## config.mk

```make
export PLATFORM = sky130hd
export DESIGN_NAME = fx2_cmd_responder
export DESIGN_NICKNAME = d
export VERILOG_FILES = /design/src/rtl/fx2_cmd_responder.sv
export SDC_FILE = /design/constraint.sdc
export NUM_CORES = 1
export LEC_CHECK = 0
export ABC_CLOCK_PERIOD_IN_PS = 3100
export CAP_MARGIN = 20
export CORE_MARGIN = 3
export CORE_UTILIZATION = 53
export CTS_BUF_LIST = sky130_fd_sc_hd__clkbuf_8 sky130_fd_sc_hd__clkbuf_16
export DETAILED_ROUTE_END_ITERATION = 7
export GPL_ROUTABILITY_DRIVEN = 0
export GPL_TIMING_DRIVEN = 0
export PLACE_DENSITY = 0.85
export REMOVE_ABC_BUFFERS = 1
export SETUP_SLACK_MARGIN = 0.4
export SLEW_MARGIN = 10
export SYNTH_ARGS = -nofsm -noshare
export SYNTH_HDL_FRONTEND = slang
export SYNTH_SLANG_ARGS = --single-unit
```

## constraint.sdc

```tcl
create_clock -name fx2_clk -period 3.1 [get_ports fx2_clk]
set_input_delay 0.775 -clock fx2_clk [delete_from_list [all_inputs] [get_ports fx2_clk]]
set_output_delay 0.775 -clock fx2_clk [all_outputs]
set_load 0.02 [all_outputs]
```

## src/rtl/fx2_cmd_responder.sv

```systemverilog
// Purpose : FX2-side command endpoint. Parses WRITE/READ/PING packets from the
//           cmd byte stream, drives a simple register bus and returns read data
//           or status as a reply packet over the rdy/ack/end handshake.
// Latency : READ last byte -> reply_rdy 3 cycles; PING/bad opcode 1 cycle;
//           WRITE last byte -> reg_wr 1 cycle.
// Backpressure: none on cmd (bytes arriving while busy are dropped and flagged
//           in cmd_err); reply bytes advance one per reply_ack at full rate.
//
// Ports:
//   fx2_clk, rst_n          clock, asynchronous active-low reset
//   cmd, cmd_wr             command byte stream from the bridge
//   reply, reply_rdy,       reply byte, packet buffered, last byte marker
//   reply_end, reply_ack    reply_ack consumes the current reply byte
//   reg_addr, reg_wdata,    register bus; reg_wr/reg_rd are one-cycle strobes,
//   reg_wr, reg_rd,         reg_rdata valid exactly one cycle after reg_rd
//   reg_rdata
//   cmd_err                 sticky protocol error flag
//
// Optional macro CMD_TIMEOUT_EN: discard a partial command after TIMEOUT_CYC
// idle cycles in ADDR/DATA and set cmd_err.

module fx2_cmd_responder #(
  parameter int REG_AW      = 8,
  parameter int TIMEOUT_CYC = 65535
) (
  input  logic              fx2_clk,
  input  logic              rst_n,
  input  logic [7:0]        cmd,
  input  logic              cmd_wr,
  output logic [7:0]        reply,
  output logic              reply_rdy,
  input  logic              reply_ack,
  output logic              reply_end,
  output logic [REG_AW-1:0] reg_addr,
  output logic [31:0]       reg_wdata,
  output logic              reg_wr,
  output logic              reg_rd,
  input  logic [31:0]       reg_rdata,
  output logic              cmd_err
);

  typedef enum logic [2:0] {
    S_IDLE    = 3'd0,
    S_ADDR    = 3'd1,
    S_DATA    = 3'd2,
    S_RD_WAIT = 3'd3,
    S_REPLY   = 3'd4
  } state_t;

  state_t              state_q, state_d;
  logic                is_wr_q, is_wr_d;
  logic [1:0]          byte_cnt_q, byte_cnt_d;
  logic [REG_AW-1:0]   addr_q, addr_d;
  logic [31:0]         wdata_q, wdata_d;
  logic                reg_wr_q, reg_wr_d;
  logic                reg_rd_q, reg_rd_d;
  logic                rd_cap_q, rd_cap_d;
  logic [3:0][7:0]     rbuf_q, rbuf_d;
  logic [2:0]          len_q, len_d;
  logic [1:0]          idx_q, idx_d;
  logic                reply_rdy_q, reply_rdy_d;
  logic                cmd_err_q, cmd_err_d;

`ifdef CMD_TIMEOUT_EN
  localparam int TW = (TIMEOUT_CYC < 2) ? 1 : $clog2(TIMEOUT_CYC);
  logic [TW-1:0] to_cnt_q, to_cnt_d;
`endif

  // Last byte of the packet: idx counts from 0, len is 1, 2 or 4.
  logic last_byte;
  assign last_byte = ({1'b0, idx_q} == (len_q - 3'd1));

  always_comb begin
    state_d     = state_q;
    is_wr_d     = is_wr_q;
    byte_cnt_d  = byte_cnt_q;
    addr_d      = addr_q;
    wdata_d     = wdata_q;
    reg_wr_d    = 1'b0;
    reg_rd_d    = 1'b0;
    // reg_rdata is valid the cycle after reg_rd; this flag marks that cycle.
    rd_cap_d    = reg_rd_q;
    rbuf_d      = rbuf_q;
    len_d       = len_q;
    idx_d       = idx_q;
    reply_rdy_d = reply_rdy_q;
    cmd_err_d   = cmd_err_q;

    case (state_q)
      S_IDLE: begin
        if (cmd_wr) begin
          case (cmd)
            8'h01: begin
              is_wr_d = 1'b1;
              state_d = S_ADDR;
            end
            8'h02: begin
              is_wr_d = 1'b0;
              state_d = S_ADDR;
            end
            8'h03: begin
              rbuf_d      = {8'h00, 8'h00, 8'h00, 8'hA5};
              len_d       = 3'd1;
              idx_d       = 2'd0;
              reply_rdy_d = 1'b1;
              state_d     = S_REPLY;
            end
            default: begin
              cmd_err_d   = 1'b1;
              rbuf_d      = {8'h00, 8'h00, cmd, 8'hEE};
              len_d       = 3'd2;
              idx_d       = 2'd0;
              reply_rdy_d = 1'b1;
              state_d     = S_REPLY;
            end
          endcase
        end
      end

      S_ADDR: begin
        if (cmd_wr) begin
          addr_d = REG_AW'(cmd);
          if (is_wr_q) begin
            byte_cnt_d = 2'd0;
            state_d    = S_DATA;
          end else begin
            reg_rd_d = 1'b1;
            state_d  = S_RD_WAIT;
          end
        end
      end

      S_DATA: begin
        if (cmd_wr) begin
          // Little-endian: shifting right leaves d0 in the low byte.
          wdata_d    = {cmd, wdata_q[31:8]};
          byte_cnt_d = byte_cnt_q + 2'd1;
          if (byte_cnt_q == 2'd3) begin
            reg_wr_d = 1'b1;
            state_d  = S_IDLE;
          end
        end
      end

      S_RD_WAIT: begin
        if (cmd_wr) begin
          cmd_err_d = 1'b1;
        end
        if (rd_cap_q) begin
          rbuf_d      = reg_rdata;
          len_d       = 3'd4;
          idx_d       = 2'd0;
          reply_rdy_d = 1'b1;
          state_d     = S_REPLY;
        end
      end

      S_REPLY: begin
        // Any byte arriving here, including on the final-ack cycle, is lost.
        if (cmd_wr) begin
          cmd_err_d = 1'b1;
        end
        if (reply_ack && reply_rdy_q) begin
          if (last_byte) begin
            reply_rdy_d = 1'b0;
            idx_d       = 2'd0;
            state_d     = S_IDLE;
          end else begin
            idx_d = idx_q + 2'd1;
          end
        end
      end

      default: begin
        state_d = S_IDLE;
      end
    endcase

`ifdef CMD_TIMEOUT_EN
    to_cnt_d = '0;
    if ((state_q == S_ADDR) || (state_q == S_DATA)) begin
      if (!cmd_wr) begin
        if (to_cnt_q == TW'(TIMEOUT_CYC - 1)) begin
          state_d   = S_IDLE;
          cmd_err_d = 1'b1;
        end else begin
          to_cnt_d = to_cnt_q + 1'b1;
        end
      end
    end
`endif
  end

  always_ff @(posedge fx2_clk or negedge rst_n) begin
    if (!rst_n) begin
      state_q     <= S_IDLE;
      is_wr_q     <= 1'b0;
      byte_cnt_q  <= 2'd0;
      addr_q      <= '0;
      wdata_q     <= 32'd0;
      reg_wr_q    <= 1'b0;
      reg_rd_q    <= 1'b0;
      rd_cap_q    <= 1'b0;
      rbuf_q      <= '0;
      len_q       <= 3'd0;
      idx_q       <= 2'd0;
      reply_rdy_q <= 1'b0;
      cmd_err_q   <= 1'b0;
    end else begin
      state_q     <= state_d;
      is_wr_q     <= is_wr_d;
      byte_cnt_q  <= byte_cnt_d;
      addr_q      <= addr_d;
      wdata_q     <= wdata_d;
      reg_wr_q    <= reg_wr_d;
      reg_rd_q    <= reg_rd_d;
      rd_cap_q    <= rd_cap_d;
      rbuf_q      <= rbuf_d;
      len_q       <= len_d;
      idx_q       <= idx_d;
      reply_rdy_q <= reply_rdy_d;
      cmd_err_q   <= cmd_err_d;
    end
  end

`ifdef CMD_TIMEOUT_EN
  always_ff @(posedge fx2_clk or negedge rst_n) begin
    if (!rst_n) begin
      to_cnt_q <= '0;
    end else begin
      to_cnt_q <= to_cnt_d;
    end
  end
`endif

  // Gated by reply_rdy so the reply outputs read 0 whenever no packet is held.
  assign reply     = reply_rdy_q ? rbuf_q[idx_q] : 8'h00;
  assign reply_end = reply_rdy_q && last_byte;
  assign reply_rdy = reply_rdy_q;
  assign reg_addr  = addr_q;
  assign reg_wdata = wdata_q;
  assign reg_wr    = reg_wr_q;
  assign reg_rd    = reg_rd_q;
  assign cmd_err   = cmd_err_q;

endmodule

```

## Word level (Yosys, flattened, before mapping)

Index checks and enable logic that the tools add are counted.

| cells by class | value |
|---|---|
| reductions and logical operators | 20 |
| order comparisons | 1 |
| equal/unequal tests | 20 |
| mux-type cells | 47 |
| add/sub/neg operators | 3 |

Operators by type and width:

| cell | count |
|---|---|
| 32-bit case mux with 2 select lines | 2 |
| 32-bit 2-to-1 mux | 2 |
| 3-bit 2-to-1 mux | 9 |
| 2-bit inequality test (second input constant) | 10 |
| 8-bit binary-select mux with 2-bit select | 1 |
| 8-bit by 2-bit == test with 1-bit output (second input constant) | 2 |
| 2-bit 2-to-1 mux | 8 |
| 8-bit 2-to-1 mux | 2 |
| 1-bit 2-to-1 mux | 15 |
| 3-bit case mux with 5 select lines | 1 |
| 3-bit case mux with 2 select lines | 2 |
| 4-bit AND reduction | 3 |
| 8-bit by 1-bit == test with 1-bit output (second input constant) | 1 |
| 2-bit nonzero test | 4 |
| 7-bit AND reduction | 1 |
| 3-bit by 2-bit == test with 1-bit output (second input constant) | 2 |
| 2-bit case mux with 3 select lines | 1 |
| 6-bit AND reduction | 1 |
| 5-bit AND reduction | 1 |
| 2-bit by 1-bit adder with 2-bit output (second input constant) | 2 |
| 1-bit case mux with 2 select lines | 2 |
| 2-bit case mux with 2 select lines | 1 |
| 2-bit AND reduction | 2 |
| 2-bit OR reduction | 2 |
| 13 further kinds | 14 |

| storage, ports and cells | value |
|---|---|
| output and inout port bits | 53 |
| word-level logic and storage cells | 107 |
| register bits | 88 |
| input bits | 44 |

## Longest topological paths before layout

Gate-level depths: netlist of run 1.

| depth | value |
|---|---|
| depth after elaboration | 5 |
| depth in mapped cells | 7 |
| gate-level depth less buffers | 6 |

## Worst setup path before layout of run 1

No wires, ideal clock.

| timing | value |
|---|---|
| path type | input to register |
| start | in cmd[2] |
| end | reg rbuf_q[0] in the netlist's numbering |
| setup time | 125 ps |
| path slack | 887 ps |
| path buffers | 2 |
| arrival | 2088 ps |
| stages on the path | 6 |
| data required time | 2975 ps |
| cells stage by stage | nor4_2 -> a31oi_1 -> o21bai_1 -> buf_6 -> buf_8 -> mux2_4 |

| on the way | value |
|---|---|
| longest elaborated chain between the ends | 5 |

RTL lines:

| item | line | RTL |
|---|---|---|
| start, declared | 28 | `input logic [7:0] cmd,` |
| 8-bit by 2-bit == test with 1-bit output or 8-bit by 1-bit == test with 1-bit output (tied branches) | 92 | `case (cmd)` |
| 2-bit OR reduction (no line) | -- |  |
| 32-bit case mux with 2 select lines | 92 |  |
| 32-bit 2-to-1 mux | 91 | `if (cmd_wr) begin` |
| 32-bit case mux with 2 select lines | 89 | `case (state_q)` |
| end signal, assigned | 218 | `rbuf_q <= rbuf_d;` |
| end, declared | 58 | `logic [3:0][7:0] rbuf_q, rbuf_d;` |

Several ways; a longest one is shown, not always the timed one. The select of a mux whose other input is x is not followed.
A chain may end at the register's enable or synchronous reset.

## Worst setup path after layout of run 1

| timing | value |
|---|---|
| start | reg idx_q[0] |
| end | out reply[4] |

| on the way | value |
|---|---|
| longest elaborated chain between the ends | 3 |

RTL lines:

| item | line | RTL |
|---|---|---|
| start, declared | 60 | `logic [1:0] idx_q, idx_d;` |
| start signal, assigned | 220 | `idx_q <= idx_d;` |
| 8-bit binary-select mux with 2-bit select | 237 | `assign reply = reply_rdy_q ? rbuf_q[idx_q] : 8'h00;` |
| 8-bit 2-to-1 mux (implied by the code) | 237 |  |
| 8-bit 2-to-1 mux | 237 |  |
| end, declared | 30 | `output logic [7:0] reply,` |

No other way between the ends. The select of a mux whose other input is x is not followed.

==> run metrics, run 1 <==
status finished clean; DRT Pass-1 Iters 4; part of the power in registers 39.8%; worst ir drop on vdd 0.404 mV; hold crit path type in2async; worst hold margin 0.367 ns; max_cap viols 0; CP required 2.32 ns; Detail Route Antenna Nets 0; register bit total from synthesis 88; Layout Nets 453; Tcrit/Tclk final 86.3%; Net Sw Frac 35.2%; critical path class reg2out; Unique masters post-synth 50; unrepaired setup endpoints after global routing true; antenna cells 0; die height 93.1 um; # IOs 97; clock root buffer clkbuf_8; Clk pin slew, worst setup/hold paths 0.09 ns; crit path time final 2.68 ns; crit end category output pin; DRT Wirelength 9530 um; clock network power share 20.5%; die area 8670 um2; ys async rst share 100%; top post-synthesis cells by area dfrtp_1 (55%), mux2_2 (13%), mux4_2 (4.5%); Slew Viols, Final 0; die width 93.1 um; critical-path cell list buf_6 > mux4_2 > and2_1 > clkdlybuf4s15_1; met3 track demand over resource 5.71%; Cell Pwr Density 734 nW/um2; number of global-route vias before repair 3,043; skew final 0.0129 ns; Initial Util 55.2%; Yosys top cell by area dfrtp_1; PortBufs 96; crit path max fanout 5; synthesized cell area 4020 um2; Main synth FF type dfrtp_1; DP Wirelength 6590 um; TritonCTS Buffers 9; CP max stage delay 0.51 ns; share of layout cells above drive strength 1 24.8%; number of synthesized flops with an enable pin 0; P_sw 1.37 mW; register area share after synthesis 54.7%; Worst Setup Start Kind flop; global-route wire length before repair 15,300 um; Non-Filler Instances 511; DRC viols 0; largest net degree at the start of global routing 51; met1 usage 28.2%; Final TNS setup 0 ns; Synth top area share 54.7%; drt via density 5.57; Via Count 2,848; Post-Syn Area per Cell 12.9 um2; Post-Syn Instances 311; core box area 7290 um2; GR Util met2 40.2%; final hold viol count 0; max frequency 374 MHz; Tightest Pin Transition 0.746 ns; Total GRT Usage 23.3%; Clock Latency Late Sink 0.36 ns; Setup WS post-layout 0.424 ns; Sink Count 88; CTS H-Tree Depth 3; Slew HR 50.2%; WL per Instance 18.6 um; DR iter-0 viols 105; CTS tree yes; Placement Setup Slack -0.0301 ns; total gr overflow 0; row count 31; GR peak layer met2; placed cell areas 5080 um2; Critical Path Slowest Stage Cell mux4_2; final setup violation count 0; initial antenna violation count 0; Comb pwr share 39.8%; Finished Cell Area 5320 um2; CP arrival 1.90 ns; internal power 2.53 mW; synth warn 0; Placed Cells 491; area grow syn2layout 32.3%; leakage 2.43 nW; Max clock buf depth 2
layout make-up:
class                   instances  area [um2]
multi-input cells             191        1710
repair buffers                104        1040
clock buffers                   9         124
flip-flops and latches         88        2210
clock inverters                 7        71.3
inverters                      13        48.8
fillers                       530        1970
well taps                      99         124
placed cells by master (no fill, tap or decap), types with 2 or more instances in the layout:
| master | instances |
|---|---|
| nor2_1 | 10 |
| clkdlybuf4s15_1 | 2 |
| dfrtp_1 | 86 |
| mux2_2 | 48 |
| xor2_2 | 2 |
| mux2_4 | 4 |
| or3_1 | 2 |
| a21oi_1 | 9 |
| nand3_1 | 2 |
| mux2i_1 | 4 |
| buf_6 | 3 |
| a22o_1 | 19 |
| o32ai_1 | 2 |
| nand3b_1 | 2 |
| nor3b_1 | 2 |
| clkdlybuf4s50_1 | 86 |
| nand2b_1 | 3 |
| inv_1 | 14 |
| a311oi_1 | 2 |
| nor3_1 | 2 |
| a21o_1 | 4 |
| ha_1 | 2 |
| and2_1 | 9 |
| nor4_1 | 2 |
| a211o_1 | 2 |
| a211oi_1 | 3 |
| buf_4 | 3 |
| clkbuf_8 | 9 |
| mux4_2 | 8 |
| clkbuf_2 | 5 |
| inv_6 | 2 |
| clkinvlp_4 | 2 |
| o21ai_0 | 4 |
| nand2_1 | 23 |
power by group through the flow:
stage	sequential [mW]	clock, mW	combinational, mW
final	1.55	0.799	1.55
after global routing	1.58	0.853	1.66
after CTS	1.55	0.811	1.56
after detailed placement	1.59	0	1.54
after global placement	1.57	0	1.47
after floorplan	1.69	0	0.707
cells in the mapped netlist, types with 3 or more instances:
cell type,n
a211oi_1,3
mux2_4,4
a22o_1,19
mux2_2,48
a21o_1,4
dfrtp_1,88
mux2i_1,4
nand3_1,3
mux4_2,8
nor2_1,10
buf_2,9
o21ai_0,4
clkbuf_1,5
a21oi_1,9
nand2_1,23
xor2_1,3
inv_1,13
nand2b_1,3
buf_6,3
and2_1,9
kinds of logic after synthesis:
kind of cell / after synthesis / share of synthesized area (%)
multiplexers: 64 / 20.4
XOR/XNOR: 4 / 0.871
flip-flops: 88 / 54.7
adder cells (fa/ha/maj): 2 / 0.622
buffers and inverters: 32 / 4.20
AND/OR/NAND/NOR: 68 / 9.24
AO/OA/AOI/OAI: 53 / 9.92
worst paths after layout:
path                       cells after the start            to  startpoint  slack (ns)
max                                            4      reply[4]    idx_q[0]        0.42
min                                            1  reg_wdata[7]       rst_n        0.37
max reg2reg                                    4     rbuf_q[9]  state_q[1]        0.77
min reg2reg                                    0      rd_cap_q      reg_rd        0.38
max in group asynchronous                      2    rbuf_q[17]       rst_n        2.11
min in group fx2_clk                           0      rd_cap_q      reg_rd        0.38
layer usage:
metal	vias up	wire (um)	part of all wire (%)
met3	16	474	5.0
met4	0	193	2.0
met2	82	5040	53
met5	-	0	0
met1	1438	3820	40
li1	1312	-	-
sequential cells by signal (all words and copies together) (netlist names):
register / count
state_q: 3
reg_addr: 8
reg_wr: 1
is_wr_q: 1
idx_q: 2
len_q: 3
reg_wdata: 32
rbuf_q: 32
reply_rdy: 1
reg_rd: 1
rd_cap_q: 1
cmd_err: 1
byte_cnt_q: 2
stage by stage:
step / power [mW] / utilization, %
5_1_grt: 4.09 / 73.0
3_5_place_dp: 3.12 / 69.7
4_1_cts: 3.92 / 72.9
6_report: 3.90 / 73.0
2_1_floorplan: 2.40 / -
3_3_place_gp: 3.04 / 68.4
critical path: cells and delay by family, from the launching register on:
family        cells  cell delay (ns)
buf+inv           2             0.42
flops             1             0.42
mux               1             0.51
simple gates      1             0.18
repair_timing:
action                                  in CTS  in global routing
pin swaps                                    0                  1
buffers inserted                             3                  1
hold buffers                                 0                  0
gates resized for setup                     17                 16
cloned                                       0                  0
endpoints found under the setup margin      15                 13
(Power assumes the default switching activity.)
==> run 2: changes to the inputs <==
ABC_CLOCK_PERIOD_IN_PS = 3390   (was 3100)
CORE_MARGIN = unset   (was 3)
clock period = 3.39 ns   (was 3.1 ns; I/O delays follow)
==> run metrics, run 2 (synthesis results as in run 1) <==
DRT Pass-1 Iters 4 (unchanged); Max clock buf depth 2 (unchanged); DRT Wirelength 8580 um (-10%); global-route wire length before repair 13,500 um (-12%); Net Sw Frac 33.8% (-1.3 points); DP Wirelength 6130 um (-6.9%); Design Power 3.48 mW (-11%); Cell Pwr Density 656 nW/um2 (-11%); Worst Setup Start Kind input port; part of the power in registers 40.4% (+0.6 points); skew final 0.0130 ns (+0.000107 ns); initial antenna violation count 0 (unchanged); leakage 2.48 nW (+2.3%); Non-Filler Instances 509 (-0.39%); final setup violation count 0 (unchanged); max frequency 352 MHz; crit end category flop; Via Count 2,787 (-2.1%); critical-path cell list clkdlybuf4s50_1 > nor4_2 > a31oi_1 > o21bai_4 > buf_12 > mux2_2; commonest non-fill, non-tap cell in the layout dfrtp_1; commonest cells after routing, fill and taps aside dfrtp_1 (87), clkdlybuf4s50_1 (86), mux2_2 (48); unrepaired setup endpoints after global routing false; Tightest Pin Transition 0.813 ns (+0.0671 ns); crit path max fanout 30 (+25); Slew Viols, Final 0 (unchanged); Clock Latency Late Sink 0.35 ns (about the same); clock root buffer clkbuf_8; Initial Util 55.2% (unchanged); Slew HR 45.7% (-4.5 points); Critical Path Slowest Stage Cell nor4_2; total gr overflow 0 (unchanged); # IOs 97 (unchanged); number of global-route vias before repair 2,698 (-11%); Sink Count 88 (unchanged); final hold viol count 0 (unchanged); PortBufs 96 (unchanged); Comb pwr share 40.5% (+0.7 points); crit path time final 2.84 ns; die height 89.1 um (-4.3%); Clk pin slew, worst setup/hold paths 0.09 ns (about the same); fillers 516 (-2.6%); DRC viols 0 (unchanged); Finished Cell Area 5300 um2 (-0.35%); Setup WS post-layout 0.546 ns (+0.122 ns); clock network power share 19.0% (-1.5 points); die width 89.1 um (-4.3%); WL per Instance 16.9 um (-9.6%); largest net degree at the start of global routing 66 (+29%); CP arrival 3.09 ns (+1.19 ns); core box area 7290 um2 (unchanged); CP bufs+invs 2 (unchanged); hold crit path type in2async; Placed Cells 491 (unchanged); CP max stage delay 0.58 ns (+0.07 ns); Placement Setup Slack 0.224 ns (+0.254 ns); row count 31 (unchanged); share of layout cells above drive strength 1 21.7% (-3.0 points); placed cell areas 5080 um2 (about the same); max_cap viols 0 (unchanged); Tcrit/Tclk final 83.9%; TritonCTS Buffers 9 (unchanged); Detail Route Antenna Nets 0 (unchanged); antenna cells 0 (unchanged); CTS tree yes; delay-heaviest family, CP buffers and inverters; CP required 3.63 ns (+1.31 ns); area grow syn2layout 31.8%; critical path class in2reg; die area 7940 um2 (-8.4%); Layout Nets 451 (-0.44%); Total GRT Usage 23.0% (-0.27 points); Final TNS setup 0 ns (unchanged); utilization after layout 72.7% (-0.26 points); P_sw 1.18 mW (-14%); DR iter-0 viols 156 (+49%); status finished clean; internal power 2.30 mW (-9.1%); worst hold margin 0.381 ns (+0.0137 ns); drt via density 5.48 (-1.8%); worst ir drop on vdd 0.421 mV (+4.3%); CTS H-Tree Depth 3 (unchanged)
==> run 2: worst paths after layout <==
kind                             from           end  slack [ns]  depth (start not counted)
hold reg to reg                reg_rd      rd_cap_q        0.38                          0
setup reg to reg           state_q[1]     rbuf_q[9]        1.04                          4
max in group asynchronous       rst_n      len_q[0]        2.40                          2
hold / removal                  rst_n  reg_wdata[7]        0.38                          1
min in group fx2_clk           reg_rd      rd_cap_q        0.38                          0
setup / recovery               cmd[2]    rbuf_q[11]        0.55                          6
==> run 2: cell type report <==
cell class	instances	area, um2	area share [%]
Clock buffer	11	151	2.86
Multi-Input combinational cell	191	1680	31.6
Sequential cell	88	2210	41.6
Timing Repair Buffer	102	1060	20.0
Clock inverter	5	31.3	0.590
Tap cell	99	124	2.34
Inverter	13	48.8	0.920
==> run 2: routing by layer <==
layer / share of wire (%) / GRT usage, %
met2: 51 / 36.5
met3: 5.0 / 6.00
met1: 43 / 31.5
met4: 1.2 / 7.07
met5: 0 / 0
==> run 2: repair_timing <==
action,CTS,global route
hold buffers,0,0
gates resized for setup,3,8
buffers inserted,0,2
setup endpoints to repair,9,8
==> run 2: power groups by stage <==
stage               clock network, mW  logic (mW)  registers, mW
floorplan                           0       0.646           1.55
global route                    0.720        1.50           1.44
finish                          0.662        1.41           1.41
detailed placement                  0        1.39           1.45
CTS                             0.676        1.39           1.43
global placement                    0        1.34           1.44
==> run 3: changes to the inputs <==
ABC_CLOCK_PERIOD_IN_PS = 2400   (was 3390)
CORE_UTILIZATION = 45   (was 53)
PLACE_DENSITY = 0.76   (was 0.85)
clock period = 2.4 ns   (was 3.39 ns; I/O delays follow)
==> run metrics, run 3 (synthesis results as in run 1) <==
status finished clean; Cell Pwr Density 1000 nW/um2 (+53%); share of layout cells above drive strength 1 38.1% (+16 points); final setup violation count 0 (unchanged); crit path time final 2.32 ns; Tcrit/Tclk final 96.7%; Finished Cell Area 5920 um2 (+12%); Initial Util 46.4% (-8.8 points); DRC viols 0 (unchanged); Sink Count 88 (unchanged); PortBufs 96 (unchanged); die area 9320 um2 (+17%); final hold viol count 0 (unchanged); Clk pin slew, worst setup/hold paths 0.09 ns (about the same); reg2reg path depth 12 (+8); DR iter-0 viols 164 (+5.1%); worst ir drop on vdd 0.465 mV (+10%); TritonCTS Buffers 9 (unchanged); fillers 631 (+22%); Clock Latency Late Sink 0.36 ns (about the same); DRT Wirelength 10,800 um (+26%); placed cell areas 5090 um2 (+0.22%); Slew Viols, Final 0 (unchanged); worst hold margin 0.135 ns (-0.246 ns); leakage 3.01 nW (+21%); commonest non-fill, non-tap cell in the layout dfrtp_1; clock root buffer clkbuf_8; Layout Nets 482 (+6.9%); WL per Instance 19.7 um (+17%); Placed Cells 500 (+1.8%); Non-Filler Instances 549 (+7.9%); Worst Setup Start Kind flop; drt via density 5.64 (+3.0%); commonest cells after routing, fill and taps aside dfrtp_1 (81), clkdlybuf4s50_1 (57), mux2_2 (48); Max clock buf depth 2 (unchanged); Tightest Pin Transition 0.803 ns (-0.00969 ns); DP Wirelength 6120 um (about the same); Slew HR 46.2% (+0.41 points); max_cap viols 0 (unchanged); CTS H-Tree Depth 3 (unchanged); # IOs 97 (unchanged); crit path max fanout 4 (-87%); hold crit path type in2async; utilization after layout 68.3% (-4.4 points); critical path class reg2out; Total GRT Usage 22.9% (-0.14 points); CP required 1.80 ns (-1.83 ns); area grow syn2layout 47.3%; core box area 8680 um2 (+19%); row count 34 (+9.7%); crit end category output pin; Post-CTS Hold Buffers 0 (unchanged); skew final 0.00536 ns (-0.00768 ns); DRT Pass-1 Iters 4 (unchanged); total gr overflow 0 (unchanged); max frequency 431 MHz; die width 96.5 um (+8.3%); Detail Route Antenna Nets 0 (unchanged); capturing point of the worst reg2reg path reply_rdy; number of global-route vias before repair 3,030 (+12%); unrepaired setup endpoints after global routing true; global-route wire length before repair 15,500 um (+15%); largest net degree at the start of global routing 65 (-1.5%); Via Count 3,097 (+11%); initial antenna violation count 0 (unchanged); Reg-to-Reg Start len_q[0]; Worst R2R Setup Slack 0.19 ns (-0.85 ns); die height 96.5 um (+8.3%); CTS tree yes; antenna cells 0 (unchanged); CP arrival 1.72 ns (-1.37 ns)
## run 3: cell count changes in the layout (fill, tap and decap cells not counted), moves of 5 or more
cell / previous run / this run
and2_4: 0 / 8
buf_4: 2 / 20
buf_6: 2 / 20
dfrtp_2: 0 / 5
and2_1: 9 / 1
clkdlybuf4s50_1: 86 / 57
dfrtp_1: 87 / 81
dlygate4sd2_1: 1 / 6
dlymetal6s2s_1: 8 / 19
## run 3: worst max-delay path by stage
| stage | start | to | slack, ns |
|---|---|---|---|
| 2_1_floorplan | cmd_wr | reg_wdata[0] | -2.13 |
| 3_3_place_gp | cmd_wr | reg_wdata[16] | -4.17 |
| 3_5_place_dp | cmd_wr | reg_wdata[10] | -0.54 |
| 4_1_cts | idx_q[0] | reply[7] | 0.05 |
| 5_1_grt | len_q[0] | reply_end | -0.03 |
| 6_report | idx_q[0] | reply[5] | 0.08 |
## run 3: area by class of cell
| class | count | area, um2 | area share [%] |
|---|---|---|---|
| clock buffers | 9 | 124 | 2.09 |
| clock inverters | 7 | 100 | 1.69 |
| inverters | 13 | 48.8 | 0.824 |
| multi-input cells | 191 | 1880 | 31.7 |
| flip-flops and latches | 88 | 2220 | 37.4 |
| well taps | 108 | 135 | 2.28 |
| repair buffers | 133 | 1420 | 24.0 |
## run 3: worst max-delay path, stage by stage (launching register included)
cell	delay, ns
dfrtp_4	0.46
buf_8	0.13
mux4_2	0.50
and2_4	0.15
buf_6	0.12
## run 3: repair_timing
action,in CTS,in global routing
pin swaps,10,16
endpoints found under the setup margin,90,55
gates resized for setup,102,51
gates cloned,2,0
buffers inserted,27,4
## run 3: report_power, final
group,internal (mW),switching [mW],total (mW)
Combinational,1.54,1.23,2.77
Clock,0.598,0.567,1.16
Sequential,1.76,0.233,1.99
Total,3.90,2.03,5.92
## run 3: routing by layer
layer  global-route usage, %  vias up  routed length [um]
met5                       0        -                   0
met4                    9.68        0                 237
met3                    4.69       17                 617
met2                    37.7      105                5490
met1                    29.4     1596                4450
li1                        -     1379                   -
## run 3: stage by stage
step / setup slack, ns / TNS [ns] / power [mW]
4_1_cts: 0.0545 / 0 / 5.71
2_1_floorplan: -2.13 / -104.54 / 3.10
3_5_place_dp: -0.539 / -26.28 / 4.03
5_1_grt: -0.0312 / -0.0312 / 6.17
6_report: 0.0791 / 0 / 5.92
3_3_place_gp: -4.17 / -441.73 / 3.94
